### src/rtl/pipe_ctrl_pkg.sv
// pipe_ctrl_pkg: shared state and PC-select encodings for the pipeline controller
package pipe_ctrl_pkg;
   typedef logic [2:0] state_t;
   localparam state_t ST_RUN       = 3'd0;
   localparam state_t ST_RET_WAIT  = 3'd1;
   localparam state_t ST_INT_PC    = 3'd2;
   localparam state_t ST_INT_FLAGS = 3'd3;
   localparam state_t ST_INT_VEC   = 3'd4;
   localparam logic [1:0] PC_NEXT   = 2'b00;
   localparam logic [1:0] PC_BRANCH = 2'b01;
   localparam logic [1:0] PC_POP    = 2'b10;
   localparam logic [1:0] PC_VEC    = 2'b11;
endpackage

### src/rtl/ret_wait_cnt.sv
// ret_wait_cnt: 4-bit RET wait counter with clear, increment and terminal compare
module ret_wait_cnt #(
   parameter int MAX = 4
) (
   input  logic clk,
   input  logic reset,
   input  logic clr,
   input  logic inc,
   output logic done
);
   logic [3:0] cnt;
   always_ff @(posedge clk)
      if (reset || clr) cnt <= '0;
      else if (inc) cnt <= cnt + 4'd1;
   assign done = cnt == 4'(MAX - 1);
endmodule

### src/rtl/pipe_ctrl.sv
// pipe_ctrl: pipeline stall/flush/PC-select controller with RET wait and interrupt entry
module pipe_ctrl
   import pipe_ctrl_pkg::*;
#(
   parameter int MAX_RET_WAIT = 4
) (
   input  logic       clk,
   input  logic       reset,
   input  logic       hazard_stall,
   input  logic       branch_taken_alu,
   input  logic       ret_decode,
   input  logic       rti_decode,
   input  logic       pc_valid_mem,
   input  logic       int_req,
   output logic       pc_enable,
   output logic       if_id_enable,
   output logic       if_id_flush,
   output logic       id_ex_flush,
   output logic [1:0] pc_src_sel,
   output logic       int_push_pc,
   output logic       int_push_flags,
   output logic       int_ack,
   output logic       busy,
   output logic       ret_timeout
);
   state_t state, state_nxt;
   logic int_en, is_rti, ret_take, rti_done, timeout, cnt_inc, cnt_done;
   ret_wait_cnt #(.MAX(MAX_RET_WAIT)) u_cnt (
      .clk(clk), .reset(reset), .clr(ret_take), .inc(cnt_inc), .done(cnt_done)
   );
   always_comb begin
      pc_enable = 1'b1;
      if_id_enable = 1'b1;
      if_id_flush = 1'b0;
      id_ex_flush = 1'b0;
      pc_src_sel = PC_NEXT;
      int_push_pc = 1'b0;
      int_push_flags = 1'b0;
      int_ack = 1'b0;
      busy = state != ST_RUN;
      state_nxt = state;
      ret_take = 1'b0;
      rti_done = 1'b0;
      timeout = 1'b0;
      cnt_inc = 1'b0;
      case (state)
         ST_RUN:
            if (branch_taken_alu) begin
               if_id_flush = 1'b1;
               id_ex_flush = 1'b1;
               pc_src_sel = PC_BRANCH;
            end else if (hazard_stall) begin
               pc_enable = 1'b0;
               if_id_enable = 1'b0;
               id_ex_flush = 1'b1;
            end else if (int_req && int_en) begin
               pc_enable = 1'b0;
               if_id_flush = 1'b1;
               state_nxt = ST_INT_PC;
            end else if (ret_decode) begin
               pc_enable = 1'b0;
               if_id_flush = 1'b1;
               ret_take = 1'b1;
               state_nxt = ST_RET_WAIT;
            end
         ST_RET_WAIT: begin
            if_id_flush = 1'b1;
            cnt_inc = 1'b1;
            pc_enable = pc_valid_mem || cnt_done;
            pc_src_sel = pc_valid_mem ? PC_POP : PC_NEXT;
            rti_done = pc_valid_mem && is_rti;
            timeout = !pc_valid_mem && cnt_done;
            state_nxt = (pc_valid_mem || cnt_done) ? ST_RUN : ST_RET_WAIT;
         end
         ST_INT_PC: begin
            int_push_pc = 1'b1;
            pc_enable = 1'b0;
            if_id_flush = 1'b1;
            state_nxt = ST_INT_FLAGS;
         end
         ST_INT_FLAGS: begin
            int_push_flags = 1'b1;
            pc_enable = 1'b0;
            if_id_flush = 1'b1;
            state_nxt = ST_INT_VEC;
         end
         ST_INT_VEC: begin
            pc_src_sel = PC_VEC;
            int_ack = 1'b1;
            state_nxt = ST_RUN;
         end
         default: state_nxt = ST_RUN;
      endcase
      // reset holds the pipeline frozen and flushed regardless of state
      if (reset) begin
         pc_enable = 1'b0;
         if_id_enable = 1'b0;
         if_id_flush = 1'b1;
         id_ex_flush = 1'b1;
         pc_src_sel = PC_NEXT;
         int_push_pc = 1'b0;
         int_push_flags = 1'b0;
         int_ack = 1'b0;
         busy = 1'b0;
      end
   end
   always_ff @(posedge clk)
      if (reset) begin
         state <= ST_RUN;
         int_en <= 1'b1;
         is_rti <= 1'b0;
         ret_timeout <= 1'b0;
      end else begin
         state <= state_nxt;
         if (ret_take) is_rti <= rti_decode;
         if (rti_done) int_en <= 1'b1;
         else if (state == ST_INT_VEC) int_en <= 1'b0;
         if (timeout) ret_timeout <= 1'b1;
      end
endmodule

### config.mk
export PLATFORM = sky130hd
export DESIGN_NAME = pipe_ctrl
export DESIGN_NICKNAME = d
export VERILOG_FILES = /design/src/rtl/pipe_ctrl_pkg.sv /design/src/rtl/ret_wait_cnt.sv /design/src/rtl/pipe_ctrl.sv
export SDC_FILE = /design/constraint.sdc
export NUM_CORES = 1
export LEC_CHECK = 0
export ABC_AREA = 0
export CAP_MARGIN = 0
export CELL_PAD_IN_SITES_DETAIL_PLACEMENT = 1
export CELL_PAD_IN_SITES_GLOBAL_PLACEMENT = 2
export CORE_UTILIZATION = 26
export DETAILED_ROUTE_END_ITERATION = 6
export PLACE_DENSITY = 0.79
export SYNTH_ARGS = -nofsm -noshare
export SYNTH_HDL_FRONTEND = slang
export SYNTH_SLANG_ARGS = --single-unit
### constraint.sdc
create_clock -name clk -period 2.95 [get_ports clk]
set_input_delay 0.59 -clock clk [delete_from_list [all_inputs] [get_ports clk]]
set_output_delay 0.59 -clock clk [all_outputs]
set_load 0.05 [all_outputs]
==> metrics.cfg <==
[finish]
layout-drive-gt1-share = 0.182
area_delta_synth_final_pct = 49.5
fin_nets = 109
antenna_cells = 0

[grt]
grt_pass1_vias = 651
grt_pass1_wl_um = 3190
grt_start_max_net_pins = 19
grt_usage = 0.171
grt_overflow_total = 0
antenna_found_initial = 0

[synth]
synthCells = 80
syn_avg_cell_area_um2 = 7.68
synth_top_cell_by_area = dfxtp_1
netlist_area_um2 = 614
synth_common_cells = 10 x dfxtp_1, 8 x nor2_1, 6 x nand2_1, 6 x nor3_1
yosysTopAreaCellShare = 0.326
yosysMostFrequentCell = dfxtp_1
synth_cell_types = 33
ys_ff_latch = 10
synth_area_leaders = dfxtp_1 33%, nor3_1 4.9%, nor2_1 4.9%
yosys_warnings = 0
synth_edf_count = 0
ys.flop_type = dfxtp_1
synthesis.nets = 89
async_flop_share = 0
ys_seq_area_frac = 0.326

[setup_path]
critical_path.endpoint = pc_enable
slowest_delay_ps = 420
cp.arrival_ps = 1940
r2r_slack_ps = 1160
crit_fanout = 4
crit_required_ps = 2360
r2r_cells = 3
cp_num_cells = 5
worst_path_max_delay_cell = nor3b_1
end_kind = primary output
cp.buffers_inverters = 1
r2r_start = state[0]$_SDFFE_PP0P_
critPathTopFamily = compound AO/OA/AOI/OAI gates
worstSetupPathType = reg2out
critPathLaunch = u_cnt.cnt[0]$_SDFFE_PP0P_
start_kind = flop
worstPathCellList = ha_1 -> nor3b_1 -> o221ai_1 -> a21oi_1 -> buf_12
regToRegEndpoint = state[0]$_SDFFE_PP0P_

[clock_tree]
insertion_delay_ps = 280
cts_buffers = 3
cts_hold_repair.buffers = 0
clk_pin_slew_ps = 80
ctsRootBufferMaster = clkbuf_4
cts-htree-levels = 1
cts_tree = built
cts_setup_buffers = 0
cts.sinks = 10
clockBufferDepth = 2
ctsResizeCount = 0

[floorplanning]
die_w_um = 50.6
initial_utilization = 0.278
fp-row-count = 17
die_area_um2 = 2560
boundaryPins = 19
core_area_um2 = 2210
die_h_um = 50.6

[sta]
rsz0062_at_grt = false
tightest_slew_ps = 645
setup_tns_ps = 0
worst_hold_slack_ps = 470
fmax_mhz = 395
maxSlewHeadroom = 0.569
min_period_ps = 2530
fin_crit_sh = 0.858
fin_worst_skew_ps = 2.28
setup_viol = 0
slew_viol_final = 0
final_hold_viol_count = 0

[detailed_routing]
first_pass_iters = 4
vias = 667
routed_via_density = 5.25
postRouteAntennaNets = 0
drt_iter0_drc = 23
drt-total-wl_um = 1860
drc_errors = 0
wl_per_cell_um = 14.6

[place]
gp_congestion = 0.732
dp_hpwl_um = 1370
io_buffer_count = 18

[pwr]
vdd_drop_max_uv = 194
power.density_nw_per_um2 = 411
power_mw = 0.378
leakage_nw = 0.360

[hold_path]
min_path_type = reg2reg

[run]
cap_violations = 0

[run_status]
status = finished, final reports clean

flip-flops by register name (all words and copies together) (netlist names):
| name | cells |
|---|---|
| int_en | 1 |
| is_rti | 1 |
| ret_timeout | 1 |
| state | 3 |
| u_cnt.cnt | 4 |
layout make-up:
type	count	area, um^2
multi-input combinational	59	379
tap	28	35.0
clock buffer	4	36.3
inverter	6	22.5
fill	273	1290
timing repair buffer	20	245
sequential	10	200
per-stage QoR:
stage	instance area, um^2	setup WS (ps)	util	cells
2_1_floorplan	622	1.67	-	80
3_3_place_gp	882	434	0.399	123
3_5_place_dp	882	426	0.399	123
4_1_cts	918	395	0.415	127
5_1_grt	918	252	0.415	127
6_report	918	419	0.415	127
cells by family after synthesis:
kind of cell / Yosys count / share of synthesized area
buf+inv: 11 / 0.0692
mux: 2 / 0.0326
flops: 10 / 0.326
compound gates: 23 / 0.273
fa+ha+maj: 1 / 0.0204
simple gates: 33 / 0.279
placed cells by master, fill, tap and decap left out, drive strengths merged, types with 2 or more instances in the layout:
cell type      netlist  layout
nor2                 8       8
clkdlybuf4s50        0       8
o32ai                2       2
nand3                2       2
nor4                 2       2
nand2                6       6
inv                  5       5
a31oi                3       3
clkbuf               3       4
nor3b                2       2
mux2i                2       2
buf                  2      12
o21ai                5       5
dfxtp               10      10
nor3                 6       6
a21oi                4       4
nand2b               2       2
layer usage:
layer | up-vias | global-route usage | routed length [um]
met5 | - | 0 | 0
met1 | 313 | 0.225 | 936
met3 | 5 | 0.0636 | 62
li1 | 340 | - | -
met2 | 9 | 0.256 | 837
met4 | 0 | 0.0556 | 23
power breakdown:
part	total, mW	internal, mW	switching (mW)
registers	0.143	0.138	0.00551
logic	0.103	0.0447	0.0582
clock network	0.131	0.0751	0.0563
total	0.378	0.258	0.120
how the worst min path moves through the flow:
stage / start / to / slack (ps) / cells past startpoint
finish: is_rti$_SDFFE_PP0P_ / is_rti$_SDFFE_PP0P_ / 470 / 2
global placement: is_rti$_SDFFE_PP0P_ / is_rti$_SDFFE_PP0P_ / 460 / 2
global route: is_rti$_SDFFE_PP0P_ / is_rti$_SDFFE_PP0P_ / 500 / 2
floorplan: is_rti$_SDFFE_PP0P_ / is_rti$_SDFFE_PP0P_ / 440 / 2
CTS: is_rti$_SDFFE_PP0P_ / is_rti$_SDFFE_PP0P_ / 470 / 2
detailed placement: is_rti$_SDFFE_PP0P_ / is_rti$_SDFFE_PP0P_ / 460 / 2
worst min-delay path, delay by kind of cell, from the launching register on:
| kind | cells | cell delay, ps |
|---|---|---|
| multiplexers | 1 | 60 |
| flip-flops | 1 | 310 |
| AND/OR/NAND/NOR | 1 | 50 |
Power figures use the tool's default switching activity.
